===== config.mk =====
export PLATFORM = sky130hd
export DESIGN_NAME = filter_seq_ctrl
export DESIGN_NICKNAME = d
export VERILOG_FILES = /design/src/rtl/filter_seq_ctrl.sv
export SDC_FILE = /design/constraint.sdc
export NUM_CORES = 1
export LEC_CHECK = 0
export ABC_AREA = 0
export CAP_MARGIN = 20
export CORE_UTILIZATION = 53
export DETAILED_ROUTE_END_ITERATION = 8
export PLACE_DENSITY = 0.88
export RECOVER_POWER = 25
export SYNTH_ARGS = -nofsm -noshare
export SYNTH_HDL_FRONTEND = slang
export SYNTH_SLANG_ARGS = --single-unit

===== constraint.sdc =====
create_clock -name clk -period 3.3 [get_ports clk]
set_input_delay 0.495 -clock clk [delete_from_list [all_inputs] [get_ports clk]]
set_output_delay 0.495 -clock clk [all_outputs]
set_load 0.005 [all_outputs]

===== src/rtl/filter_seq_ctrl.sv =====
// Sequencer for a trapezoidal-style pulse filter: loads k/l/M, clears and settles the
// filter, then detects pulses above threshold and reports each pulse's peak and timestamp.
module filter_seq_ctrl #(
  parameter int SIZE_FILTER_DATA = 16,
  parameter int PIPE_LAT         = 5,
  parameter int TS_W             = 16
) (
  input  logic                               clk,
  input  logic                               reset,
  input  logic                               cfg_valid_i,
  output logic                               cfg_ready_o,
  input  logic [7:0]                         cfg_k_i,
  input  logic [7:0]                         cfg_l_i,
  input  logic [7:0]                         cfg_m_i,
  output logic                               cfg_err_o,
  output logic [7:0]                         filt_k_o,
  output logic [7:0]                         filt_l_o,
  output logic [7:0]                         filt_m_o,
  output logic                               filt_clr_o,
  input  logic signed [SIZE_FILTER_DATA-1:0] filt_data_i,
  input  logic signed [SIZE_FILTER_DATA-1:0] thr_i,
  output logic                               pk_valid_o,
  output logic signed [SIZE_FILTER_DATA-1:0] pk_amp_o,
  output logic [TS_W-1:0]                    pk_time_o,
  output logic                               busy_o
);

  typedef enum logic [2:0] {IDLE, CLEAR, SETTLE, ARMED, PEAK} state_e;

  state_e                             state_q;
  logic [7:0]                         filt_k_q, filt_l_q, filt_m_q;
  logic                               filt_clr_q, cfg_err_q, pk_valid_q;
  logic signed [SIZE_FILTER_DATA-1:0] pk_amp_q, max_q;
  logic [TS_W-1:0]                    pk_time_q, max_ts_q, ts_q, ts_d;
  logic [9:0]                         settle_cnt_q, settle_cnt_d, settle_last;
  logic                               cfg_hs, cfg_bad, above_thr;

  assign cfg_ready_o  = reset && (state_q == IDLE || state_q == ARMED);
  assign busy_o       = (state_q != ARMED);
  assign cfg_hs       = cfg_valid_i && cfg_ready_o;
  assign cfg_bad      = (cfg_k_i == 8'd0) || (cfg_l_i < cfg_k_i);
  assign above_thr    = (filt_data_i > thr_i);
  assign ts_d         = ts_q + TS_W'(1);
  assign settle_cnt_d = settle_cnt_q + 10'd1;
  // Counter runs 0..k+l+PIPE_LAT-1; max 514 fits in 10 bits.
  assign settle_last  = {2'b00, filt_k_q} + {2'b00, filt_l_q} + 10'(PIPE_LAT - 1);

  always_ff @(posedge clk) begin
    if (!reset) begin
      state_q      <= IDLE;
      filt_k_q     <= '0;
      filt_l_q     <= '0;
      filt_m_q     <= '0;
      filt_clr_q   <= 1'b0;
      cfg_err_q    <= 1'b0;
      pk_valid_q   <= 1'b0;
      pk_amp_q     <= '0;
      pk_time_q    <= '0;
      max_q        <= '0;
      max_ts_q     <= '0;
      ts_q         <= '0;
      settle_cnt_q <= '0;
    end else begin
      ts_q       <= ts_d;
      filt_clr_q <= 1'b0;
      pk_valid_q <= 1'b0;
      case (state_q)
        IDLE, ARMED: begin
          // A handshake wins over a same-cycle pulse start; that sample is dropped.
          if (cfg_hs) begin
            if (cfg_bad) begin
              cfg_err_q <= 1'b1;
            end else begin
              filt_k_q   <= cfg_k_i;
              filt_l_q   <= cfg_l_i;
              filt_m_q   <= cfg_m_i;
              cfg_err_q  <= 1'b0;
              filt_clr_q <= 1'b1;
              state_q    <= CLEAR;
            end
          end else if (state_q == ARMED && above_thr) begin
            max_q    <= filt_data_i;
            max_ts_q <= ts_q;
            state_q  <= PEAK;
          end
        end
        CLEAR: begin
          settle_cnt_q <= '0;
          state_q      <= SETTLE;
        end
        SETTLE: begin
          if (settle_cnt_q == settle_last) state_q <= ARMED;
          else                             settle_cnt_q <= settle_cnt_d;
        end
        PEAK: begin
          if (!above_thr) begin
            pk_valid_q <= 1'b1;
            pk_amp_q   <= max_q;
            pk_time_q  <= max_ts_q;
            state_q    <= ARMED;
          end else if (filt_data_i > max_q) begin
            max_q    <= filt_data_i;
            max_ts_q <= ts_q;
          end
        end
        default: state_q <= IDLE;
      endcase
    end
  end

  assign filt_k_o   = filt_k_q;
  assign filt_l_o   = filt_l_q;
  assign filt_m_o   = filt_m_q;
  assign filt_clr_o = filt_clr_q;
  assign cfg_err_o  = cfg_err_q;
  assign pk_valid_o = pk_valid_q;
  assign pk_amp_o   = pk_amp_q;
  assign pk_time_o  = pk_time_q;

endmodule


==> metrics, run 1 <==
status=finished with violations; failing checks=capacitance limit, slew limit; First-pass DRT Iterations=6; asr flop ratio synth=0%; number of synthesized register bits=120; crit path kind=reg -> reg; min-delay worst type=reg -> reg; Netlist cell types=61; max_cap viols=1; first-pass GRT wire length=27,000 um; Worst-Margin Slew=1.75 ns; cts hold-fix bufs=0; Avg Inst Size Synth=9.16 sq um; CTS Buf Count=17; synth-to-layout area growth=29.8%; post-synthesis cell area=0.00654 sq mm; Net Count, Synth=830; DRT antenna net count=0; Synth Flop Type=dfxtp_1; Cells after Synth=714; YS warnings=0; Max clock buf depth=2; Setup crit end kind=flip-flop; Crit path top cell by count=ha_1; commonest cells after routing, fill and taps aside=dfxtp_1 (120), clkdlybuf4s50_1 (87), nor2b_1 (64); static leakage=3.48 nW; Die H=113 um; via count=5,640; commonest non-fill, non-tap cell in the layout=dfxtp_1; total grt overflow=0; fin util=70.7%; Hold Slack=0.475 ns; CP max stage cell=or4_1; pre-CTS WS=-0.0219 ns; # port buffers=119; post-route clock period utilization=92.2%; IO Pins=120; final WL=16,600 um; drt drc=0; initial antenna violation count=0; Die Wd=113 um; RSZ-0062 raised after global routing=no; GRT Total Usage=26.7%; WP data arrival=3.40 ns; Peak Freq=329 MHz; vias in the first global route=5,684; CP top delay family=adder cells; CTS tree=built; via/cell ratio=5.69; fin worst setup slack=0.257 ns; ant diodes=0; dpl hpwl=11,800 um; area of the core=0.0120 sq mm; clock sinks=120; highest fanout seen on the critical path=5; Starting Density=54.4%; worst vdd ir=0.000343 V; WL/cell=16.7 um; Net count, final=947; max incr delay on CP=0.42 ns; relative slew slack=-16.9%; htree depth=4; share of cells above drive strength 1=6.99%; GP Congestion=0.903; CP required=3.66 ns; worst skew pair latency=0.42 ns; clk root buf=clkbuf_16; Worst-path clk slew=0.06 ns; final worst path period need=3.04 ns; Setup-failing EPs final=0; 1st-iter DRT viols=358; crit path buf inv count=1; final hold vios=0; Cell Rows=40; Post-synth EDFFs=0; post-route setup TNS=0 ns; startpoint types=flip-flop; skew final=0.0181 ns; Power Dens Cells=451 mW/mm^2; Max Transition Viols Final=115; largest net degree at the start of global routing=115; CP cell instances=ha_1 > ha_1 > inv_1 > fa_1 > nand2b_1 > a21oi_2 > xor2_1 > mux2i_1 > a2111o_1 > nand3b_2 > or4_1 > nand2_1; sequential area share after synthesis=36.7%; die area=0.0128 sq mm
## metrics by stage
step	instance area, sq um	total power [mW]	cells
floorplan	6540	1.85	714
global placement	7910	2.05	958
detailed placement	7910	2.07	958
CTS	8470	3.84	990
global route	8490	3.98	991
finish	8490	3.83	991
## synthesized netlist by cell type, types with 3 or more instances
library cell	n	area share, %
a21boi_0	12	1.4
xnor2_1	19	2.5
xor2_1	8	1.1
and4_1	3	0.40
o21a_1	3	0.34
o21bai_1	3	0.34
or3_1	4	0.38
mux2i_1	59	9.0
a21o_1	11	1.3
inv_1	52	3.0
o2111ai_1	3	0.40
a21boi_1	22	2.5
and2_1	18	1.7
nand4_1	12	1.1
o21ai_0	41	3.1
nand2b_1	8	0.77
ha_1	56	11
o211ai_1	4	0.46
clkbuf_1	26	1.5
nor4_1	3	0.29
nand2_1	24	1.4
nand3_1	41	3.1
o22ai_1	3	0.29
o21ai_1	4	0.31
o31a_1	3	0.40
and3_1	11	1.1
nor2_1	15	0.86
a211oi_1	3	0.34
buf_2	6	0.46
a21oi_1	19	1.5
nor2b_1	64	6.1
dfxtp_1	120	37
## sequential cells by signal, summed over array words and instances, names as in the netlist
register / cells
cfg_err_o: 1
filt_clr_o: 1
filt_k_o: 8
filt_l_o: 8
filt_m_o: 8
max_q: 16
max_ts_q: 16
pk_amp_o: 16
pk_time_o: 16
pk_valid_o: 1
settle_cnt_q: 10
state_q: 3
ts_q: 16
## kinds of logic after synthesis
| group | after synthesis | synth area share, % |
|---|---|---|
| muxes | 59 | 9.03 |
| AOI/OAI and AO/OA | 146 | 15.2 |
| xor gates and xnor gates | 27 | 3.62 |
| and+or+nand+nor | 219 | 19.3 |
| DFF | 120 | 36.7 |
| buffers and inverters | 86 | 5.17 |
| adders and majority gates | 57 | 11.0 |
## cell type report
type | count | area [sq um]
tap | 147 | 184
timing repair buffer | 132 | 1320
fill | 877 | 3520
clock buffer | 19 | 433
inverter | 52 | 195
sequential | 120 | 2400
multi-input combinational | 508 | 3830
clock inverter | 13 | 130
## metal layers
metal | GRT usage (%) | up-vias | routed length, um
met5 | 0 | - | 0
met4 | 10.8 | 0 | 314
met3 | 6.91 | 33 | 870
met2 | 47.5 | 200 | 8490
met1 | 30.5 | 2672 | 6920
li1 | - | 2735 | -
## power by group
group | switching (mW) | leakage, nW | internal (mW)
logic | 0.275 | 2.24 | 0.263
clock network | 0.672 | 0.273 | 1.10
registers | 0.0367 | 0.969 | 1.48
## path summary, 6_finish.rpt
path / end / cells past startpoint / slack, ns / startpoint
setup reg to reg: settle_cnt_q[7] / 12 / 0.26 / filt_k_o[1]
hold reg to reg: ts_q[0] / 1 / 0.48 / ts_q[0]
setup / recovery: settle_cnt_q[7] / 12 / 0.26 / filt_k_o[1]
hold / removal: ts_q[0] / 1 / 0.48 / ts_q[0]
## timing repair
action	4_1_cts	5_1_grt
endpoints found under the setup margin	0	10
buffers inserted	0	1
gates resized for setup	0	4
No activity file was read; power rests on OpenSTA's default activity.
==> inputs of run 2 (changes only) <==
--- a/config.mk
+++ b/config.mk
@@ -5,12 +5,14 @@
 export SDC_FILE = /design/constraint.sdc
 export NUM_CORES = 1
 export LEC_CHECK = 0
-export ABC_AREA = 0
+export ABC_AREA = 1
 export CAP_MARGIN = 20
-export CORE_UTILIZATION = 53
+export CORE_UTILIZATION = 60
 export DETAILED_ROUTE_END_ITERATION = 8
-export PLACE_DENSITY = 0.88
+export DONT_BUFFER_PORTS = 1
+export PLACE_DENSITY = 0.83
 export RECOVER_POWER = 25
+export SKIP_LAST_GASP = 1
 export SYNTH_ARGS = -nofsm -noshare
 export SYNTH_HDL_FRONTEND = slang
 export SYNTH_SLANG_ARGS = --single-unit
==> metrics, run 2 <==
first-pass GRT wire length=24,500 um (-9.3%); # port buffers=0 (-100%); CP required=3.71 ns (+0.05 ns); Net count, final=1,027 (+8.4%); 1st-iter DRT viols=432 (+21%); CP max stage cell=fa_1; Cells after DPL=1,028 (+7.3%); fin worst setup slack=0.530 ns (+0.274 ns); Synth Flop Type=dfxtp_1; WL/cell=14.0 um (-17%); relative slew slack=49.1% (+66 points); Worst-Margin Slew=0.763 ns (-0.992 ns); Setup-failing EPs final=0 (unchanged); CTS tree=built; clock sinks=120 (unchanged); area of the core=0.0105 sq mm (-13%); Post-synth EDFFs=0 (unchanged); highest fanout seen on the critical path=12 (+7); sequential area share after synthesis=36.6% (-0.091 points); crit path kind=reg -> reg; RSZ-0062 raised after global routing=no; Resize count post-CTS=0 (unchanged); worst skew pair latency=0.52 ns (+0.10 ns); Die H=107 um (-5.8%); worst vdd ir=0.000514 V (+50%); post-route clock period utilization=83.9% (-8.3 points); DRT antenna net count=0 (unchanged); commonest non-fill, non-tap cell in the layout=nor2_1; Synth top area share=36.6% (-0.091 points); die area=0.0113 sq mm (-11%); startpoint types=flip-flop; asr flop ratio synth=0% (unchanged); Finished Layout Cells=1,060 (+7.0%); max_cap viols=0 (-1); Post-synth top cells=nor2_1 (168), nand2_1 (151), inv_1 (122); WP data arrival=3.18 ns (-0.22 ns); Peak Freq=361 MHz (+9.9%); final hold vios=0 (unchanged); IO Pins=120 (unchanged); initial antenna violation count=0 (unchanged); via/cell ratio=5.43 (-4.5%); First-pass DRT Iterations=5 (-1); commonest cells after routing, fill and taps aside=nor2_1 (168), nand2_1 (151), inv_1 (122); Hold Slack=0.105 ns (-0.370 ns); area leader, netlist=dfxtp_1; dpl hpwl=10,300 um (-13%); clk root buf=clkbuf_8; Max clock buf depth=2 (unchanged); min-delay worst type=in -> reg; GRT Total Usage=27.1% (+0.40 points); postcts setup bufs=0 (unchanged); CTS Buf Count=17 (unchanged); synth-to-layout area growth=8.42%; GP Congestion=0.878 (-2.8%); Max Transition Viols Final=0 (-100%); Die Wd=107 um (-5.8%); Power Dens Cells=753 mW/mm^2 (+67%); post-synthesis cell area=0.00656 sq mm (+0.25%); largest net degree at the start of global routing=108 (-6.1%); final WL=14,800 um (-11%); Tot Pwr=5.36 mW (+40%); vias in the first global route=5,330 (-6.2%); Starting Density=62.7% (+8.2 points); post-route setup TNS=0 ns (unchanged); htree depth=4 (unchanged); pre-CTS WS=0.514 ns (+0.536 ns); YS warnings=0 (unchanged); number of synthesized register bits=120 (unchanged); ranking of synthesized cells by area=dfxtp_1 (37%), ha_1 (11%), nor2_1 (9.6%); Setup crit end kind=flip-flop; ant diodes=0 (unchanged); Netlist cell types=40 (-34%); via count=5,759 (+2.1%); max incr delay on CP=0.38 ns (-0.04 ns); status=completed; static leakage=3.38 nW (-2.9%); CP cell instances=ha_1 > ha_1 > inv_1 > fa_1 > inv_1 > nand2_1 > nand2_1 > nand3_1 > nand3b_1 > nand2_1 > nand2_1 > nand2_1 > nand3_1 > nand2_2 > nand2_2 > inv_1 > a21oi_1 > nor2_1; Net Count, Synth=1,039 (+25%); Cells after Synth=923 (+29%); final worst path period need=2.77 ns (-0.274 ns); total grt overflow=0 (unchanged); cts hold-fix bufs=0 (unchanged); Worst-path clk slew=0.06 ns (about the same); Avg Inst Size Synth=7.10 sq um (-22%); most common cell in the netlist=nor2_1; drt drc=0 (unchanged); Cell Rows=37 (-7.5%); Crit path top cell by count=nand2_1; skew final=0.00726 ns (-0.0109 ns); share of cells above drive strength 1=7.25% (+0.26 points)
## run 2: cell count changes in the layout (fill, tap and decap cells not counted), sizes merged, moves of 11 or more
cell / change
dlygate4sd3: -31
mux2i: -59
inv: +79
o21ai: +25
clkdlybuf4s50: -87
and3: -11
nand2: +136
a21oi: +42
nand4: +32
nor2: +156
xnor2: -16
nor2b: -64
a21boi: -33
and2: -19
## run 2: final timing paths
check | startpoint | to | slack, ns | cells past startpoint
setup reg to reg | filt_k_o[1] | settle_cnt_q[1] | 0.53 | 18
setup / recovery | filt_k_o[1] | settle_cnt_q[1] | 0.53 | 18
hold reg to reg | ts_q[0] | ts_q[0] | 0.47 | 1
hold / removal | reset | filt_k_o[0] | 0.11 | 2
## run 2: cell type report
cell class / instances / area (sq um)
Clock buffer: 20 / 455
Clock inverter: 12 / 92.6
Fill cell: 910 / 3350
Inverter: 129 / 484
Multi-Input combinational cell: 639 / 3470
Sequential cell: 120 / 2400
Tap cell: 136 / 170
Timing Repair Buffer: 4 / 30.0
## run 2: worst max-delay path, delay by kind of cell, from the launching register on
| family | cells | cell delay, ns |
|---|---|---|
| DFF | 1 | 0.33 |
| adders and majority gates | 3 | 0.85 |
| buffers and inverters | 3 | 0.25 |
| AOI/OAI and AO/OA | 1 | 0.15 |
| and+or+nand+nor | 11 | 1.08 |
## run 2: through the flow
stage	util [%]	area [sq um]
final	67.9	7110
after global routing	67.9	7110
after CTS	67.9	7110
after detailed placement	62.7	6560
after global placement	62.7	6560
after floorplan	-	6560
## run 2: logic make-up (layout without fill, tap and decap cells)
| kind of cell | after synthesis | after routing | synth area share [%] |
|---|---|---|---|
| buffers and inverters | 164 | 165 | 10.4 |
| AO/OA/AOI/OAI | 137 | 137 | 10.9 |
| adder cells (fa/ha/maj) | 57 | 57 | 11.0 |
| AND/OR/NAND/NOR | 437 | 437 | 30.0 |
| flip-flops | 120 | 120 | 36.6 |
| XOR/XNOR | 8 | 8 | 1.07 |
## run 2: power by group
group / internal, mW / switching, mW / leakage (nW) / total (mW)
logic: 0.611 / 1.16 / 2.14 / 1.77
clock network: 0.988 / 0.697 / 0.260 / 1.69
registers: 1.71 / 0.189 / 0.978 / 1.90
total: 3.31 / 2.04 / 3.38 / 5.36
## run 2: per-layer routing
layer | vias up | track usage, % | share of wire (%)
met2 | 186 | 46.8 | 49
met1 | 2581 | 31.4 | 42
met3 | 24 | 9.01 | 7.9
met5 | - | 0 | 0
met4 | 0 | 9.39 | 1.6
li1 | 2968 | - | -
